==> src/rtl/seg7_pkg.sv <==
// Shared constants for the 4-digit 7-segment scan driver: state encoding,
// active-high glyph table and output off-pattern helpers.
package seg7_pkg;

   localparam logic BLANK = 1'b0;
   localparam logic SHOW  = 1'b1;

   // Glyphs are active-high {g,f,e,d,c,b,a}
   localparam logic [6:0] GLYPH_0 = 7'h3F;
   localparam logic [6:0] GLYPH_1 = 7'h06;
   localparam logic [6:0] GLYPH_2 = 7'h5B;
   localparam logic [6:0] GLYPH_3 = 7'h4F;
   localparam logic [6:0] GLYPH_4 = 7'h66;
   localparam logic [6:0] GLYPH_5 = 7'h6D;
   localparam logic [6:0] GLYPH_6 = 7'h7D;
   localparam logic [6:0] GLYPH_7 = 7'h07;
   localparam logic [6:0] GLYPH_8 = 7'h7F;
   localparam logic [6:0] GLYPH_9 = 7'h6F;
   localparam logic [6:0] GLYPH_A = 7'h77;
   localparam logic [6:0] GLYPH_B = 7'h7C;
   localparam logic [6:0] GLYPH_C = 7'h39;
   localparam logic [6:0] GLYPH_D = 7'h5E;
   localparam logic [6:0] GLYPH_E = 7'h79;
   localparam logic [6:0] GLYPH_F = 7'h71;

   localparam logic [7:0] SEG_OFF_AH = 8'h00;
   localparam logic [3:0] DIG_OFF_AH = 4'h0;

   function automatic logic [7:0] seg_drive(input logic [7:0] seg_ah, input logic act_low);
      return act_low ? ~seg_ah : seg_ah;
   endfunction

   function automatic logic [3:0] dig_drive(input logic [3:0] dig_ah, input logic act_low);
      return act_low ? ~dig_ah : dig_ah;
   endfunction

endpackage

==> src/rtl/seg7_scan_module_if.sv <==
// Display bus between the BCD counter side (master) and the scan driver (slave).
interface seg7_scan_module_if;

   logic [15:0] Number_Sig;
   logic [3:0]  DP_Sig;
   logic        LZB_En;
   logic [7:0]  SMG_Data;
   logic [3:0]  Scan_Sig;

   modport master (
      output Number_Sig,
      output DP_Sig,
      output LZB_En,
      input  SMG_Data,
      input  Scan_Sig
   );

   modport slave (
      input  Number_Sig,
      input  DP_Sig,
      input  LZB_En,
      output SMG_Data,
      output Scan_Sig
   );

endinterface

==> src/rtl/seg7_glyph_decoder.sv <==
// Combinational nibble-to-glyph decoder; 10..15 render as hex so bad BCD is visible.
module seg7_glyph_decoder
   import seg7_pkg::*;
(
   input  logic [3:0] nibble,
   output logic [6:0] glyph
);

   always_comb begin
      glyph = GLYPH_0;
      case (nibble)
         4'h0: glyph = GLYPH_0;
         4'h1: glyph = GLYPH_1;
         4'h2: glyph = GLYPH_2;
         4'h3: glyph = GLYPH_3;
         4'h4: glyph = GLYPH_4;
         4'h5: glyph = GLYPH_5;
         4'h6: glyph = GLYPH_6;
         4'h7: glyph = GLYPH_7;
         4'h8: glyph = GLYPH_8;
         4'h9: glyph = GLYPH_9;
         4'hA: glyph = GLYPH_A;
         4'hB: glyph = GLYPH_B;
         4'hC: glyph = GLYPH_C;
         4'hD: glyph = GLYPH_D;
         4'hE: glyph = GLYPH_E;
         4'hF: glyph = GLYPH_F;
         default: glyph = GLYPH_0;
      endcase
   end

endmodule

==> src/rtl/seg7_scan_module.sv <==
// Four-digit multiplexed 7-segment scan driver with per-frame snapshot,
// ghost-suppression blank slots, leading-zero blanking and decimal points.
//
//   state | meaning
//   BLANK | all digits and segments off before showing digit idx
//   SHOW  | digit idx enabled, segments = glyph of snapshot nibble idx
module seg7_scan_module
   import seg7_pkg::*;
#(
   parameter logic [22:0] T_SCAN      = 23'd49_999,
   parameter logic [22:0] T_BLANK     = 23'd499,
   parameter bit          SEG_ACT_LOW = 1'b1,
   parameter bit          DIG_ACT_LOW = 1'b1
) (
   input logic               CLK,
   input logic               RST,
   seg7_scan_module_if.slave bus
);

   logic        state;
   logic        state_nxt;
   logic [22:0] cnt;
   logic [1:0]  idx;
   logic [15:0] snap;
   logic [3:0]  dp_snap;
   logic        lzb_q;

   logic [3:0]  nib;
   logic [6:0]  glyph;
   logic [3:0]  lz_blank;
   logic [7:0]  seg_nxt;
   logic [3:0]  scan_nxt;

   seg7_glyph_decoder u_glyph (
      .nibble (nib),
      .glyph  (glyph)
   );

   always_ff @(posedge CLK) begin
      if (RST) begin
         state        <= BLANK;
         cnt          <= '0;
         idx          <= '0;
         snap         <= '0;
         dp_snap      <= '0;
         lzb_q        <= 1'b0;
         bus.SMG_Data <= seg_drive(SEG_OFF_AH, SEG_ACT_LOW);
         bus.Scan_Sig <= dig_drive(DIG_OFF_AH, DIG_ACT_LOW);
      end else begin
         state <= state_nxt;
         cnt   <= (state_nxt != state) ? 23'd0 : cnt + 23'd1;
         if (state == SHOW && state_nxt == BLANK)
            idx <= idx + 2'd1;
         // One snapshot per frame keeps all four digits consistent
         if (state == BLANK && idx == 2'd0 && cnt == 23'd0) begin
            snap    <= bus.Number_Sig;
            dp_snap <= bus.DP_Sig;
            lzb_q   <= bus.LZB_En;
         end
         bus.SMG_Data <= seg_drive(seg_nxt, SEG_ACT_LOW);
         bus.Scan_Sig <= dig_drive(scan_nxt, DIG_ACT_LOW);
      end
   end

   always_comb begin
      state_nxt = state;
      case (state)
         BLANK:   if (cnt == T_BLANK) state_nxt = SHOW;
         SHOW:    if (cnt == T_SCAN)  state_nxt = BLANK;
         default: state_nxt = BLANK;
      endcase
   end

   // A digit blanks only when it and every digit to its left are zero
   always_comb begin
      lz_blank    = 4'b0000;
      lz_blank[3] = lzb_q && (snap[15:12] == 4'h0);
      lz_blank[2] = lz_blank[3] && (snap[11:8] == 4'h0);
      lz_blank[1] = lz_blank[2] && (snap[7:4] == 4'h0);
   end

   always_comb begin
      nib      = snap[{idx, 2'b00} +: 4];
      seg_nxt  = SEG_OFF_AH;
      scan_nxt = DIG_OFF_AH;
      if (state_nxt == SHOW) begin
         scan_nxt = 4'b0001 << idx;
         seg_nxt  = {dp_snap[idx], lz_blank[idx] ? 7'h00 : glyph};
      end
   end

endmodule

==> src/flat_wrapper.sv <==
// flat-port wrapper written by rule: the top's interface ports become plain ports
module seg7_scan_module_flat import seg7_pkg::*;
#(
   parameter logic [22:0] T_SCAN      = 23'd49_999,
   parameter logic [22:0] T_BLANK     = 23'd499,
   parameter bit          SEG_ACT_LOW = 1'b1,
   parameter bit          DIG_ACT_LOW = 1'b1
)
  (CLK, RST, bus_Number_Sig, bus_DP_Sig, bus_LZB_En, bus_SMG_Data, bus_Scan_Sig);
  seg7_scan_module_if bus_i ();
  input logic CLK;
  input logic RST;
  input wire logic [$bits(bus_i.Number_Sig)-1:0] bus_Number_Sig;
  input wire logic [$bits(bus_i.DP_Sig)-1:0] bus_DP_Sig;
  input wire logic [$bits(bus_i.LZB_En)-1:0] bus_LZB_En;
  output wire logic [$bits(bus_i.SMG_Data)-1:0] bus_SMG_Data;
  output wire logic [$bits(bus_i.Scan_Sig)-1:0] bus_Scan_Sig;
  assign bus_i.Number_Sig = bus_Number_Sig;
  assign bus_i.DP_Sig = bus_DP_Sig;
  assign bus_i.LZB_En = bus_LZB_En;
  assign bus_SMG_Data = bus_i.SMG_Data;
  assign bus_Scan_Sig = bus_i.Scan_Sig;
  seg7_scan_module #(.T_SCAN(T_SCAN), .T_BLANK(T_BLANK), .SEG_ACT_LOW(SEG_ACT_LOW), .DIG_ACT_LOW(DIG_ACT_LOW)) u_core (.CLK(CLK), .RST(RST), .bus(bus_i));
endmodule
==> config.mk <==
export PLATFORM = sky130hd
export DESIGN_NAME = seg7_scan_module_flat
export DESIGN_NICKNAME = d
export VERILOG_FILES = /design/src/rtl/seg7_pkg.sv /design/src/rtl/seg7_scan_module_if.sv /design/src/rtl/seg7_glyph_decoder.sv /design/src/rtl/seg7_scan_module.sv /design/src/flat_wrapper.sv
export SDC_FILE = /design/constraint.sdc
export NUM_CORES = 1
export LEC_CHECK = 0
export CORE_MARGIN = 2
export CORE_UTILIZATION = 35
export CTS_CLUSTER_SIZE = 25
export DETAILED_ROUTE_END_ITERATION = 10
export SYNTH_ARGS = -nofsm -noshare
export SYNTH_HDL_FRONTEND = slang
export SYNTH_SLANG_ARGS = --single-unit
==> constraint.sdc <==
create_clock -name CLK -period 1.82 [get_ports CLK]
set_input_delay 0.364 -clock CLK [delete_from_list [all_inputs] [get_ports CLK]]
set_output_delay 0.364 -clock CLK [all_outputs]
set_load 0.01 [all_outputs]
# After elaboration in Yosys (flattened, before gate mapping)
# Memories as Yosys holds them, arrays and structs flattened.
# Cells that the tools add are included.
[word_totals]
ff_bits = 59
mem_bits_ro = 112
input_bits = 23
out_inout_bits = 12
word_cells = 43
memories = 1
[op_classes]
addsub = 2
order_cmp = 1
n_eq_ne = 3
shifts = 2
muxes = 10
bitwise = 4
n_reduce_logical = 12
[memory_table]
columns = ["name", "depth", "word_bits", "rd", "rd_ports_with_merged_regs", "write_ports", "line", "text"]
rows = [
  ["(no name shown)", 16, 7, 1, 0, 0, "seg7_glyph_decoder.sv:11", "case (nibble)"],
]
[ops]
columns = ["operator", "count"]
rows = [
  ["adder 23 x 1 -> 23 bit (second input constant)", 1],
  ["== test 23 x 16 -> 1 bit (second input constant)", 1],
  ["== test 23 x 9 -> 1 bit (second input constant)", 1],
  ["zero test 23 bit", 1],
  ["variable part select 16 x 5 -> 4 bit", 1],
  ["zero test 4 bit", 3],
  ["2-to-1 mux 8 bit", 1],
  ["NOT 8 bit", 1],
  ["2-to-1 mux 7 bit", 1],
  ["logical AND 1 bit", 6],
  ["binary-select mux 1 bit (select 2 bit)", 2],
  ["2-to-1 mux 1 bit", 4],
  ["2-to-1 mux 4 bit", 1],
  ["NOT 4 bit", 1],
  ["left shift 1 x 2 -> 4 bit (first input constant)", 1],
  ["less-than comparator 2 x 3 -> 1 bit (second input constant)", 1],
  ["adder 2 x 1 -> 2 bit (second input constant)", 1],
  ["zero test 2 bit", 1],
  ["NOT 1 bit", 2],
  ["one-hot mux 1 bit (2 select lines)", 1],
  ["OR reduction 2 bit", 1],
  ["!= test 1 bit", 1],
]

# Longest topological paths before layout
[logic_depth]
ltp_word = 9
depth_mapped = 8
depth_no_buf = 7

# By module
# From an unflattened synthesis, not the netlist that was laid out.
[unflattened]
hier_cells = 315
hier_area_um2 = 2742.6
[by_module_without_submodules]
columns = ["mod", "n_inst", "cells_per_inst", "area_per_inst_um2"]
rows = [
  ["seg7_scan_module", 1, 282, 2454.9],
  ["seg7_glyph_decoder", 1, 33, 287.8],
]

# Least setup slack after synthesis
# No wires, ideal clock.
[synth_path]
path_type = "flip-flop to flip-flop"
start = "reg u_core.idx[0]"
end = "reg u_core.dp_snap[0]"
setup_time_ns = 0.128
arrival_ns = 1.872
required_ns = 1.692
setup_slack_ns = -0.179
path_stages_with_launch = 9
path_buffers = 2
cell_sequence = "dfxtp_1 -> buf_2 -> inv_1 -> ha_1 -> or4bb_1 -> nor3_2 -> buf_6 -> mux2i_1 -> nor2_1"
[synth_between]
elab_chain_len = 3
[synth_lines]
columns = ["item", "line", "text"]
rows = [
  ["start: declaration", "seg7_scan_module.sv:23", "logic [1:0] idx;"],
  ["start signal: assignment", "seg7_scan_module.sv:53", "idx <= idx + 2'd1;"],
  ["zero test 2 bit", "seg7_scan_module.sv:55", "if (state == BLANK && idx == 2'd0 && cnt == 23'd0) begin"],
  ["logical AND 1 bit (2 in a row)", "seg7_scan_module.sv:55", ""],
  ["end signal: assignment", "seg7_scan_module.sv:57", "dp_snap <= bus.DP_Sig;"],
  ["end: declaration", "seg7_scan_module.sv:25", "logic [3:0] dp_snap;"],
]
# No other way between the ends.
# A chain may end at the register's enable or synchronous reset.

# Final worst setup path
[layout_path]
start = "reg u_core.cnt[0]"
end = "reg u_core.cnt[15]"
[layout_between]
elab_chain_len = 5
elab_cells_between_ends = 8
cone_classes = "1 x add/sub; 3 x eq/ne; 3 x mux; 1 x reduce/logical"
[layout_lines]
columns = ["item", "line", "text"]
rows = [
  ["start: declaration", "seg7_scan_module.sv:22", "logic [22:0] cnt;"],
  ["start signal: assignment", "seg7_scan_module.sv:51", "cnt <= (state_nxt != state) ? 23'd0 : cnt + 23'd1;"],
  ["== test 23 x 16 -> 1 bit / == test 23 x 9 -> 1 bit (equally long branches)", "seg7_scan_module.sv:69, seg7_scan_module.sv:68", ""],
  ["2-to-1 mux 1 bit (on tied branches)", "seg7_scan_module.sv:69, seg7_scan_module.sv:68", ""],
  ["one-hot mux 1 bit (2 select lines)", "seg7_scan_module.sv:67", "case (state)"],
  ["!= test 1 bit", "seg7_scan_module.sv:51", ""],
  ["OR reduction 2 bit (no source line)", "-", ""],
]
# Several ways; a longest one is shown, not always the timed one.

==> reports/metrics.yaml <==
dieHeight_um: 91.8
timing.critical_path.from: "u_core.cnt[0]"
hold_viol: 0
cts.sinks: 59
post_synth_num_cell_types: 35
max_cap_viol_count: 0
slew_headroom_pct: 77.1
port-buffer-count: 34
finalCritPeriodShare_pct: 105
io_pins: 35
total_of_hold_buffers_inserted_after_clock_tree_synthesis: 0
tritoncts.num_buffers: 9
worst_ir_drop_vdd_uv: 486
cp_data_arrival_time_ps: 2140
coreArea_sq_um: 7610
rsz0062_at_grt: "true"
syn-instance-count: 287
synth_nets: 322
synth.yosys.seq_area_share_pct: 43.8
hold_path_stages: 2
cts_tree: "built"
cts_buffer_depth: 2
die_width_um: 91.8
netlist_area_sq_um: 2700
drc_errors: 0
number_of_levels_the_h_tree_was_split_into: 3
synth.avg_cell_area_sq_um: 9.40
first_global_vias: 2077
timing_worst_slew_pin_value_ps: 340
synthesis.yosys.warnings: 0
hold_class: "flop to flop"
grt_usage_pct: 14.9
largest_net_degree_at_the_start_of_global_routing: 24
powerDensity_nw_per_um2: 777
final_layout_size_suffix_gt1_share_pct: 31.2
timing.fmax_mhz: 523
grt_first_pass_wirelength_um: 9800
detail_route.wirelength_um: 5940
synthTopCellsByArea: "sky130_fd_sc_hd__dfxtp_1 44%, sky130_fd_sc_hd__mux2i_1 8.9%, sky130_fd_sc_hd__nor2_1 8.1%, sky130_fd_sc_hd__ha_1 5.6%, sky130_fd_sc_hd__xor2_1 4.9%"
finalWorstPathRequiredPeriod_ps: 1910
synth_top_cells_by_count: "59 x sky130_fd_sc_hd__dfxtp_1, 58 x sky130_fd_sc_hd__nor2_1, 24 x sky130_fd_sc_hd__mux2i_1, 17 x sky130_fd_sc_hd__nand2_1"
finish.net_count: 399
dieArea_sq_um: 8430
detailed_place.area_sq_um: 3450
n_antenna_cell: 0
placementRows: 32
async_set_reset_flop_share_out_of_synthesis_pct: 0
place.gp.congestion: 0.869
worstPathRequired_ps: 2050
fin_worst_skew_ps: 13.7
drt_pass1_iterations: 4
grt_remaining_overflow: 0
hold_path_startpoint: "u_core.snap[2]"
dr.first_iter.drc_count: 88
root_buffer: "sky130_fd_sc_hd__clkbuf_8"
synth_ff_type: "sky130_fd_sc_hd__dfxtp_1"
fillers: 712
number_of_antenna_violations_at_the_first_check_in_global_routing: 0
place.detailed.hpwl_um: 4090
final-setup-viol-count: 44
synth_edf_count: 0
report.final.slew_viol_count: 0
run_status: "finished with violations"
regToRegStartpoint: "u_core.cnt[0]"
via_count: 2184
clock_insertion_delay_worst_skew_ps: 350
leakagePower_nw: 1.55
ys_seq_elements: 59
worst-path-max-fanout: 7
post-route-cell-area_sq_um: 3960
ff_to_ff_path_depth: 8
layout-area-overhead-vs-synth_pct: 46.9
layout.cells.non_filler: 471
timing.setup.critical_path_class: "flop to flop"
clkSlewWorstSetupHoldPaths_ps: 70
crit_path_start_kind: "flop"
mean_routed_wirelength_per_cell_um: 12.6
yosys.area.top_type: "sky130_fd_sc_hd__dfxtp_1"
dp_cells: 452
failing_checks: "negative setup slack"
route.detailed.vias_per_inst: 4.64
setup_slack_ps: -90.4
setup.worst_path.end_class: "flop"
drtAntennaViolNets: 0
synth_most_common_cell: "sky130_fd_sc_hd__dfxtp_1"
synth.top_cell.area_share_pct: 43.8
initial_core_util_pct: 35.5
[report_power, final]
part	internal (mW)	leakage (nW)	total (mW)	switching, mW
clock	0.739	0.108	1.26	0.520
sequential	1.34	0.483	1.38	0.0373
combinational	0.246	0.961	0.442	0.196
[per-layer routing]
metal / wire [um] / global-route usage, % / up-vias / share of wire, %
met5: 0 / 0 / - / 0
met4: 151 / 8.96 / 0 / 2.5
met3: 220 / 3.45 / 13 / 3.7
met2: 2540 / 20.5 / 38 / 43
met1: 3030 / 20.9 / 997 / 51
li1: - / - / 1136 / -
[timing repair]
action	4_1_cts	5_1_grt
endpoints found under the setup margin	52	59
buffers inserted	2	0
hold endpoints to repair	0	0
gates cloned	1	0
pin swaps	1	24
resized for setup	9	59
[cell families after synthesis]
kind of cell	after synthesis	share of synthesized area (%)
compound gates	14	3.99
xor+xnor	22	7.14
flops	59	43.8
mux	29	13.1
fa+ha+maj	12	5.57
buf+inv	25	4.41
simple gates	126	22.0
[final cells by class]
class,instances,area (sq um),area share [%]
clock buffers,12,165,4.17
well taps,102,128,3.22
flip-flops and latches,59,1190,30.0
multi-input cells,203,1620,40.9
inverters,11,41.3,1.04
repair buffers,80,771,19.5
clock inverters,4,47.5,1.20
[critical path, cell delays in order, from the launching register on]
cell and delay, ps:
sky130_fd_sc_hd__dfxtp_1 330, sky130_fd_sc_hd__buf_4 140, sky130_fd_sc_hd__ha_2 200, sky130_fd_sc_hd__nand4_1 100
sky130_fd_sc_hd__or2_2 380, sky130_fd_sc_hd__nor3_4 230, sky130_fd_sc_hd__or3_4 220, sky130_fd_sc_hd__buf_12 150
sky130_fd_sc_hd__nor2_1 50
[cell usage in the layout (no fill, tap or decap), types with 2 or more instances in the layout]
cell type,instances
sky130_fd_sc_hd__nor4_1,5
sky130_fd_sc_hd__dfxtp_2,3
sky130_fd_sc_hd__and3_1,5
sky130_fd_sc_hd__buf_4,38
sky130_fd_sc_hd__buf_12,4
sky130_fd_sc_hd__nor2_4,14
sky130_fd_sc_hd__ha_2,4
sky130_fd_sc_hd__nor2_1,38
sky130_fd_sc_hd__or3_4,2
sky130_fd_sc_hd__and2_1,2
sky130_fd_sc_hd__inv_2,3
sky130_fd_sc_hd__inv_1,8
sky130_fd_sc_hd__dfxtp_1,55
sky130_fd_sc_hd__mux4_2,5
sky130_fd_sc_hd__nor3_4,2
sky130_fd_sc_hd__nand2_1,17
sky130_fd_sc_hd__nor2_2,6
sky130_fd_sc_hd__clkdlybuf4s50_1,34
sky130_fd_sc_hd__clkinv_2,2
sky130_fd_sc_hd__a21oi_1,2
sky130_fd_sc_hd__xnor2_1,6
sky130_fd_sc_hd__ha_1,8
sky130_fd_sc_hd__o2111ai_1,2
sky130_fd_sc_hd__nand3_1,15
sky130_fd_sc_hd__o21ai_0,2
sky130_fd_sc_hd__buf_6,2
sky130_fd_sc_hd__clkbuf_8,12
sky130_fd_sc_hd__nor3_1,2
sky130_fd_sc_hd__xor2_1,15
sky130_fd_sc_hd__nand4_1,10
sky130_fd_sc_hd__mux2i_1,23
[sequential cells by signal, indices dropped and copies added, names as in the netlist]
name                 cells
u_core.cnt              23
u_core.snap             16
u_core.bus.SMG_Data      8
u_core.bus.Scan_Sig      4
u_core.dp_snap           4
u_core.idx               2
u_core.lzb_q             1
u_core.state             1
[path summary, 6_finish.rpt]
path / to / slack (ps)
hold reg to reg: u_core.snap[2] / 500
setup / recovery: u_core.cnt[15] / -90
hold / removal: u_core.snap[2] / 500
setup reg to reg: u_core.cnt[15] / -90
[metrics by stage]
stage | power, mW | hold WS [ps] | util [%] | worst slack, ps | TNS [ps]
floorplan | 1.65 | 442 | - | -74.4 | -1490
global placement | 1.77 | 475 | 45.4 | -66.7 | -2190
detailed placement | 1.77 | 485 | 45.4 | -58.2 | -2000
CTS | 3.08 | 504 | 49.2 | -53.5 | -1690
global route | 3.21 | 541 | 52.1 | -171 | -6860
finish | 3.08 | 497 | 52.1 | -90.4 | -1990
No activity file was read; power rests on OpenSTA's default activity.
